==> config.mk <==
export PLATFORM = sky130hd
export DESIGN_NAME = rr_mux_arbiter_4x1
export DESIGN_NICKNAME = d
export VERILOG_FILES = /design/src/rtl/rr_mux_arbiter_4x1.sv
export SDC_FILE = /design/constraint.sdc
export NUM_CORES = 1
export LEC_CHECK = 0
export CAP_MARGIN = 10
export CORE_MARGIN = 10
export CORE_UTILIZATION = 32
export CTS_BUF_LIST = sky130_fd_sc_hd__clkbuf_2 sky130_fd_sc_hd__clkbuf_4 sky130_fd_sc_hd__clkbuf_8
export CTS_CLUSTER_SIZE = 8
export DETAILED_ROUTE_END_ITERATION = 10
export MAX_ROUTING_LAYER = met4
export PLACE_DENSITY = 0.77
export RECOVER_POWER = 50
export SLEW_MARGIN = 20
export SYNTH_ARGS = -nofsm -noshare
export SYNTH_HDL_FRONTEND = slang
export SYNTH_SLANG_ARGS = --single-unit
==> constraint.sdc <==
create_clock -name clk -period 4.5 [get_ports clk]
set_input_delay 0.675 -clock clk [delete_from_list [all_inputs] [get_ports clk]]
set_output_delay 0.675 -clock clk [all_outputs]
set_load 0.01 [all_outputs]
==> src/rtl/rr_mux_arbiter_4x1.sv <==
// Four-way round-robin arbiter feeding a single registered output slot.
// A grant is issued only when the slot is empty or being drained this cycle.
module rr_mux_arbiter_4x1 #(
  parameter int unsigned n = 3
) (
  input  logic         clk,
  input  logic         rst,
  input  logic [3:0]   req,
  input  logic [n-1:0] d0,
  input  logic [n-1:0] d1,
  input  logic [n-1:0] d2,
  input  logic [n-1:0] d3,
  output logic [3:0]   gnt,
  output logic [n-1:0] out_data,
  output logic         out_valid,
  output logic [1:0]   out_src,
  input  logic         out_ready
);

  localparam int unsigned NREQ = 4;
  localparam int unsigned PW   = 2;

  typedef enum logic {EMPTY, FULL} state_t;

  state_t        state, state_n;
  logic [PW-1:0] ptr;
  logic [PW-1:0] win;
  logic          found;
  logic          load;
  logic [n-1:0]  win_data;

  // First requester at or after ptr, wrapping modulo four.
  always_comb begin
    found = 1'b0;
    win   = '0;
    for (int j = 0; j < NREQ; j++) begin
      if (!found && req[PW'(ptr + PW'(j))]) begin
        found = 1'b1;
        win   = PW'(ptr + PW'(j));
      end
    end
  end

  always_comb begin
    case (win)
      2'd0:    win_data = d0;
      2'd1:    win_data = d1;
      2'd2:    win_data = d2;
      default: win_data = d3;
    endcase
  end

  assign out_valid = (state == FULL);
  assign load      = found && (!out_valid || out_ready);

  // Reset gates the grant directly so nothing is acknowledged while held.
  always_comb begin
    gnt = 4'b0000;
    if (load && !rst) gnt[win] = 1'b1;
  end

  always_ff @(posedge clk or posedge rst) begin
    if (rst) state <= EMPTY;
    else     state <= state_n;
  end

  always_comb begin
    state_n = state;
    case (state)
      EMPTY: if (load) state_n = FULL;
      FULL: begin
        if (load)           state_n = FULL;
        else if (out_ready) state_n = EMPTY;
      end
      default: state_n = EMPTY;
    endcase
  end

  always_ff @(posedge clk or posedge rst) begin
    if (rst) begin
      out_data <= '0;
      out_src  <= '0;
      ptr      <= '0;
    end else if (load) begin
      out_data <= win_data;
      out_src  <= win;
      ptr      <= PW'(win + PW'(1));
    end
  end

endmodule
---- Yosys cells after proc, flatten, opt, wreduce, memory -nomap -nowiden ----
Index checks and enable logic that the tools add are counted.
storage, ports and cells
  register bits ........................... 8
  input bits .............................. 19
  output and inout bits ................... 10
  word-level logic and storage cells ...... 54
cells by class
  add/subtract/negate cells ............... 4
  order comparisons ....................... 6
  eq/ne operators ......................... 2
  mux-type cells .......................... 24
  bitwise operators ....................... 1
  reductions and logical operators ........ 13
operators by type and width
  kind                                                                    count
  2-bit by 3-bit < comparator with 1-bit output (second input constant)   5
  1-bit two-way mux                                                       12
  3-bit case mux with 3 select lines                                      1
  1-bit binary-select mux with 2-bit select                               4
  2-bit two-way mux                                                       4
  1-bit logical AND                                                       6
  1-bit logical NOT                                                       5
  2-bit by 1-bit adder with 2-bit output (second input constant)          2
  2-bit adder (second input constant)                                     2
  4-bit two-way mux                                                       1
  1-bit demux with 2-bit select                                           1
  2-bit by 1-bit equality test with 1-bit output (second input constant)  1
  2-bit equality test (second input constant)                             1
  2-bit by 1-bit >= comparator with 1-bit output (second input constant)  1
  2-bit logical NOT                                                       1
  1-bit case mux with 2 select lines                                      1
  1-bit logical OR                                                        1
  1-bit NOT                                                               1

---- Longest topological paths before layout ----
  word-level depth ........................ 17
  mapped depth ............................ 7
  depth with buffers taken out ............ 7

---- Worst setup path after synthesis ----
Ideal clock, no wire load.
  path type ............................... in2out
  from .................................... input req[2]
  to ...................................... output gnt[0]
  data arrival time ....................... 1.804 ns
  data required time ...................... 3.825 ns
  setup slack ............................. 2.021 ns
  stages on the path ...................... 5
  buffers on the path ..................... 0
  path through ............................ nor2b_1 -> a221oi_1 -> or2_1 -> ha_1 -> nor3b_1
between the ends
  longest elaborated chain between the ends .. 17
  elaborated cells on any way between the ends .. 30
  classes of those cells .................. 2 x order compare; 19 x mux; 9 x reduce/logical
RTL lines
  element                                                                                                                                       line  source
  start, declared                                                                                                                               8     input logic [3:0] req,
  1-bit binary-select mux with 2-bit select                                                                                                     37    if (!found && req[PW'(ptr + PW'(j))]) begin
  1-bit two-way mux (implied by the code)                                                                                                       37
  1-bit two-way mux                                                                                                                             37
  1-bit logical NOT                                                                                                                             37
  1-bit logical AND                                                                                                                             37
  1-bit two-way mux                                                                                                                             37
  1-bit logical NOT                                                                                                                             37
  1-bit logical AND                                                                                                                             37
  1-bit two-way mux                                                                                                                             37
  1-bit logical NOT                                                                                                                             37
  1-bit logical AND                                                                                                                             37
  2-bit two-way mux                                                                                                                             37
  2-bit by 3-bit < comparator with 1-bit output (implied by the code) / 2-bit by 1-bit >= comparator with 1-bit output (equally long branches)  59    if (load && !rst) gnt[win] = 1'b1;
  1-bit logical AND (implied by the code)                                                                                                       59
  1-bit two-way mux (implied by the code)                                                                                                       59
  1-bit demux with 2-bit select                                                                                                                 59
  4-bit two-way mux (*)                                                                                                                         59
  end, declared                                                                                                                                 13    output logic [3:0] gnt,
Mark *: on every way between the ends. The rest lies on a longest branch, timed or not. The select of a mux whose other input is x is not followed.

---- Worst setup path after layout ----
  from .................................... input req[0]
  to ...................................... output gnt[2]
The elaborated chain is that of the path after synthesis.

==> summary.txt <==
Status
  – Outcome: finished, final reports clean

Placement
  – Hpwl dp: 1.44 mm
  – PortBufs: 28
  – Placed insts: 107
  – Place WS: 0.875 ns
  – Routability congestion estimate from global placement: 0.890

Route
  – Top Metal Used: met4
  – Final antenna-violating net count: 0
  – Routed vias/inst: 4.97
  – Met3 Wirelength: 41 um
  – Routed met1 length: 712 um
  – DR DRC count: 0
  – DR WL/cell: 15.4 um
  – Metal2 WL: 906 um
  – Vias: 547
  – Initial DRC Count: 23
  – Routed wire length: 1.69 mm
  – DR pass1 iterations: 4

Logic synthesis
  – Synth top area share: 33.5%
  – Post-Syn Area: 597 sq um
  – Proportion of synthesized area in mux cells: 13.6%
  – Synth Area in Adders: 10.5%
  – Area leader, netlist: dfrtp_1
  – Fraction of the mapped netlist area in compound gates: 16.8%
  – Count leader, synth: dfrtp_1
  – Ys flop type: dfrtp_1
  – Yosys warns: 0
  – Synth Net Count: 79
  – Ys async rst share: 100%
  – Most area-consuming cells after synthesis: dfrtp_1, ha_1, mux2i_1, a222oi_1, mux2_4
  – Synth cell count leaders: dfrtp_1, inv_1, ha_1
  – Sequential fraction of the synthesis area: 33.5%
  – Post-synth cell types: 27
  – Gate Count Post-Synth: 55
  – Largest family of logic cells by synthesized area: simple AND/OR/NAND/NOR gates
  – Post-synthesis register bit count: 8
  – XOR/XNOR Fraction of Synth Area: 0%
  – Post-synth EDFFs: 0
  – Post-synthesis simple-gate area fraction: 18.7%
  – Avg Cell Area, Syn: 10.9 sq um

Floorplanning
  – Core outline area: 1750 sq um
  – Die width: 63.2 um
  – Initial Util: 34.2%
  – Die Area: 3990 sq um
  – Rows: 15
  – Die height: 63.2 um
  – I/O pin total: 29

Critical path
  – Required time worst endpoint: 3.83 ns
  – Crit Path Category: input port to output port
  – CP Launch Type: input port
  – CP Max Fanout: 5
  – CP arrival: 2.90 ns
  – Critical Path Sink Type: output port

Clock network
  – CTS hold repair buffers: 0
  – Gates resized, CTS repair: 0
  – Root buffer cell: clkbuf_4
  – Number of buffers created by CTS: 3
  – Clock transition at path regs: 0.05 ns
  – Clk Latency, worst-skew pair: 0.25 ns
  – H-tree levels: 1
  – TritonCTS clock tree: yes
  – Clock Sinks: 8
  – Post-CTS setup buffers: 0
  – Clock Tree Buf Depth: 2

Finish
  – Final nets: 111
  – Layout area overhead: 50.9%
  – Post-Layout Cell Count: 110
  – Fillcell total: 168
  – Fraction of layout cells with a size suffix above 1: 9.41%
  – Antenna Cells: 0

Timing
  – Peak Freq: 280 MHz
  – Setup violations, final: 0
  – Slew of the pin with the lowest slew margin: 0.588 ns
  – Tmin final: 3.57 ns
  – Pins over their slew limit: 0
  – Worst setup margin: 0.928 ns
  – Slew Limit Headroom: 60.5%
  – Setup tns final: 0 ns
  – Setup Skew: 0.00294 ns
  – Final hold violation count: 0
  – RSZ-0062 raised after global routing: false
  – Final Cycle Share: 79.4%

Pwr
  – Final Power: 0.000361 W
  – Pint: 0.000237 W
  – Sw Share: 34.2%
  – Worst vdd ir: 0.145 mV
  – Flop pwr share: 32.0%
  – P per Cell Area: 400 nW/um^2
  – Net Switching: 0.000124 W
  – Clock power frac: 15.3%
  – Comb power frac: 52.8%
  – Pleak: 0.382 nW

Hold path
  – Hold Crit Class: flop to flop

GRT
  – Vias in the first global route: 593
  – Largest net degree at the start of global routing: 12
  – Initial antenna violation count: 0
  – Global-route wire length before repair: 2.86 mm
  – Gr ovfl total: 0
  – Tot GR Track Use: 9.00%

Job
  – Max-cap viol count: 0
==> final timing paths <==
check                                start          end  slack (ns)  cells after the start
worst max register to register      ptr[1]  out_data[2]        2.14                      7
worst min register to register  out_src[0]   out_src[0]        0.49                      1
max in group asynchronous              rst  out_data[1]        3.35                      2
min in group asynchronous              rst   out_src[0]        0.92                      2
worst min-delay path            out_src[0]   out_src[0]        0.49                      1
worst max-delay path                req[0]       gnt[2]        0.93                      6
==> cells by family after synthesis <==
family          Yosys count
flops                     8
compound gates           13
simple gates             14
mux                       7
buf+inv                   8
fa+ha+maj                 5
==> state kept, by name, indices dropped and copies added (netlist names) <==
name and flops:
out_data 3, out_src 2, ptr 2, out_valid 1
==> layout by cell type, fill, tap and decap left out, types with 2 or more instances in the layout <==
cell,instances
clkdlybuf4s50_1,23
dfrtp_1,8
inv_1,7
ha_1,5
dlygate4sd3_1,5
mux2i_1,4
nor3b_1,4
o21ai_0,3
a222oi_1,3
clkbuf_4,3
mux2_4,2
==> worst max-delay path: stages <==
cell	delay, ns
clkdlybuf4s50_1	0.54
a21boi_0	0.11
o221ai_1	0.43
ha_1	0.32
nor3b_1	0.22
clkdlybuf4s50_1	0.59
==> power by group through the flow <==
stage,Combinational [W],Sequential (W),Clock [W]
2_1_floorplan,0.000101,0.000124,0
3_3_place_gp,0.000192,0.000118,0
3_5_place_dp,0.000197,0.000117,0
4_1_cts,0.000198,0.000116,0.0000578
5_1_grt,0.000211,0.000120,0.0000639
6_report,0.000190,0.000115,0.0000550
==> metrics by stage <==
| step | area (sq um) | utilization [%] | hold WS [ns] |
|---|---|---|---|
| after floorplan | 597 | - | 0.491 |
| after global routing | 901 | 51.6 | 0.512 |
| final | 901 | 51.6 | 0.488 |
| after detailed placement | 893 | 51.2 | 0.480 |
| after global placement | 893 | 51.2 | 0.488 |
| after CTS | 916 | 52.5 | 0.496 |
==> area by class of cell <==
class / count / area, sq um / share of cell area (%)
tap: 25 / 31.3 / 3.47
sequential: 8 / 200 / 22.2
clock buffer: 3 / 22.5 / 2.50
multi-input combinational: 39 / 340 / 37.8
timing repair buffer: 28 / 280 / 31.1
inverter: 7 / 26.3 / 2.92
==> routing by layer <==
| metal | GRT usage [%] | up-vias |
|---|---|---|
| li1 | - | 267 |
| met1 | 9.87 | 264 |
| met2 | 15.2 | 12 |
| met3 | 1.41 | 4 |
| met4 | 4.92 | 0 |
| met5 | - | - |
(Power assumes the default switching activity.)
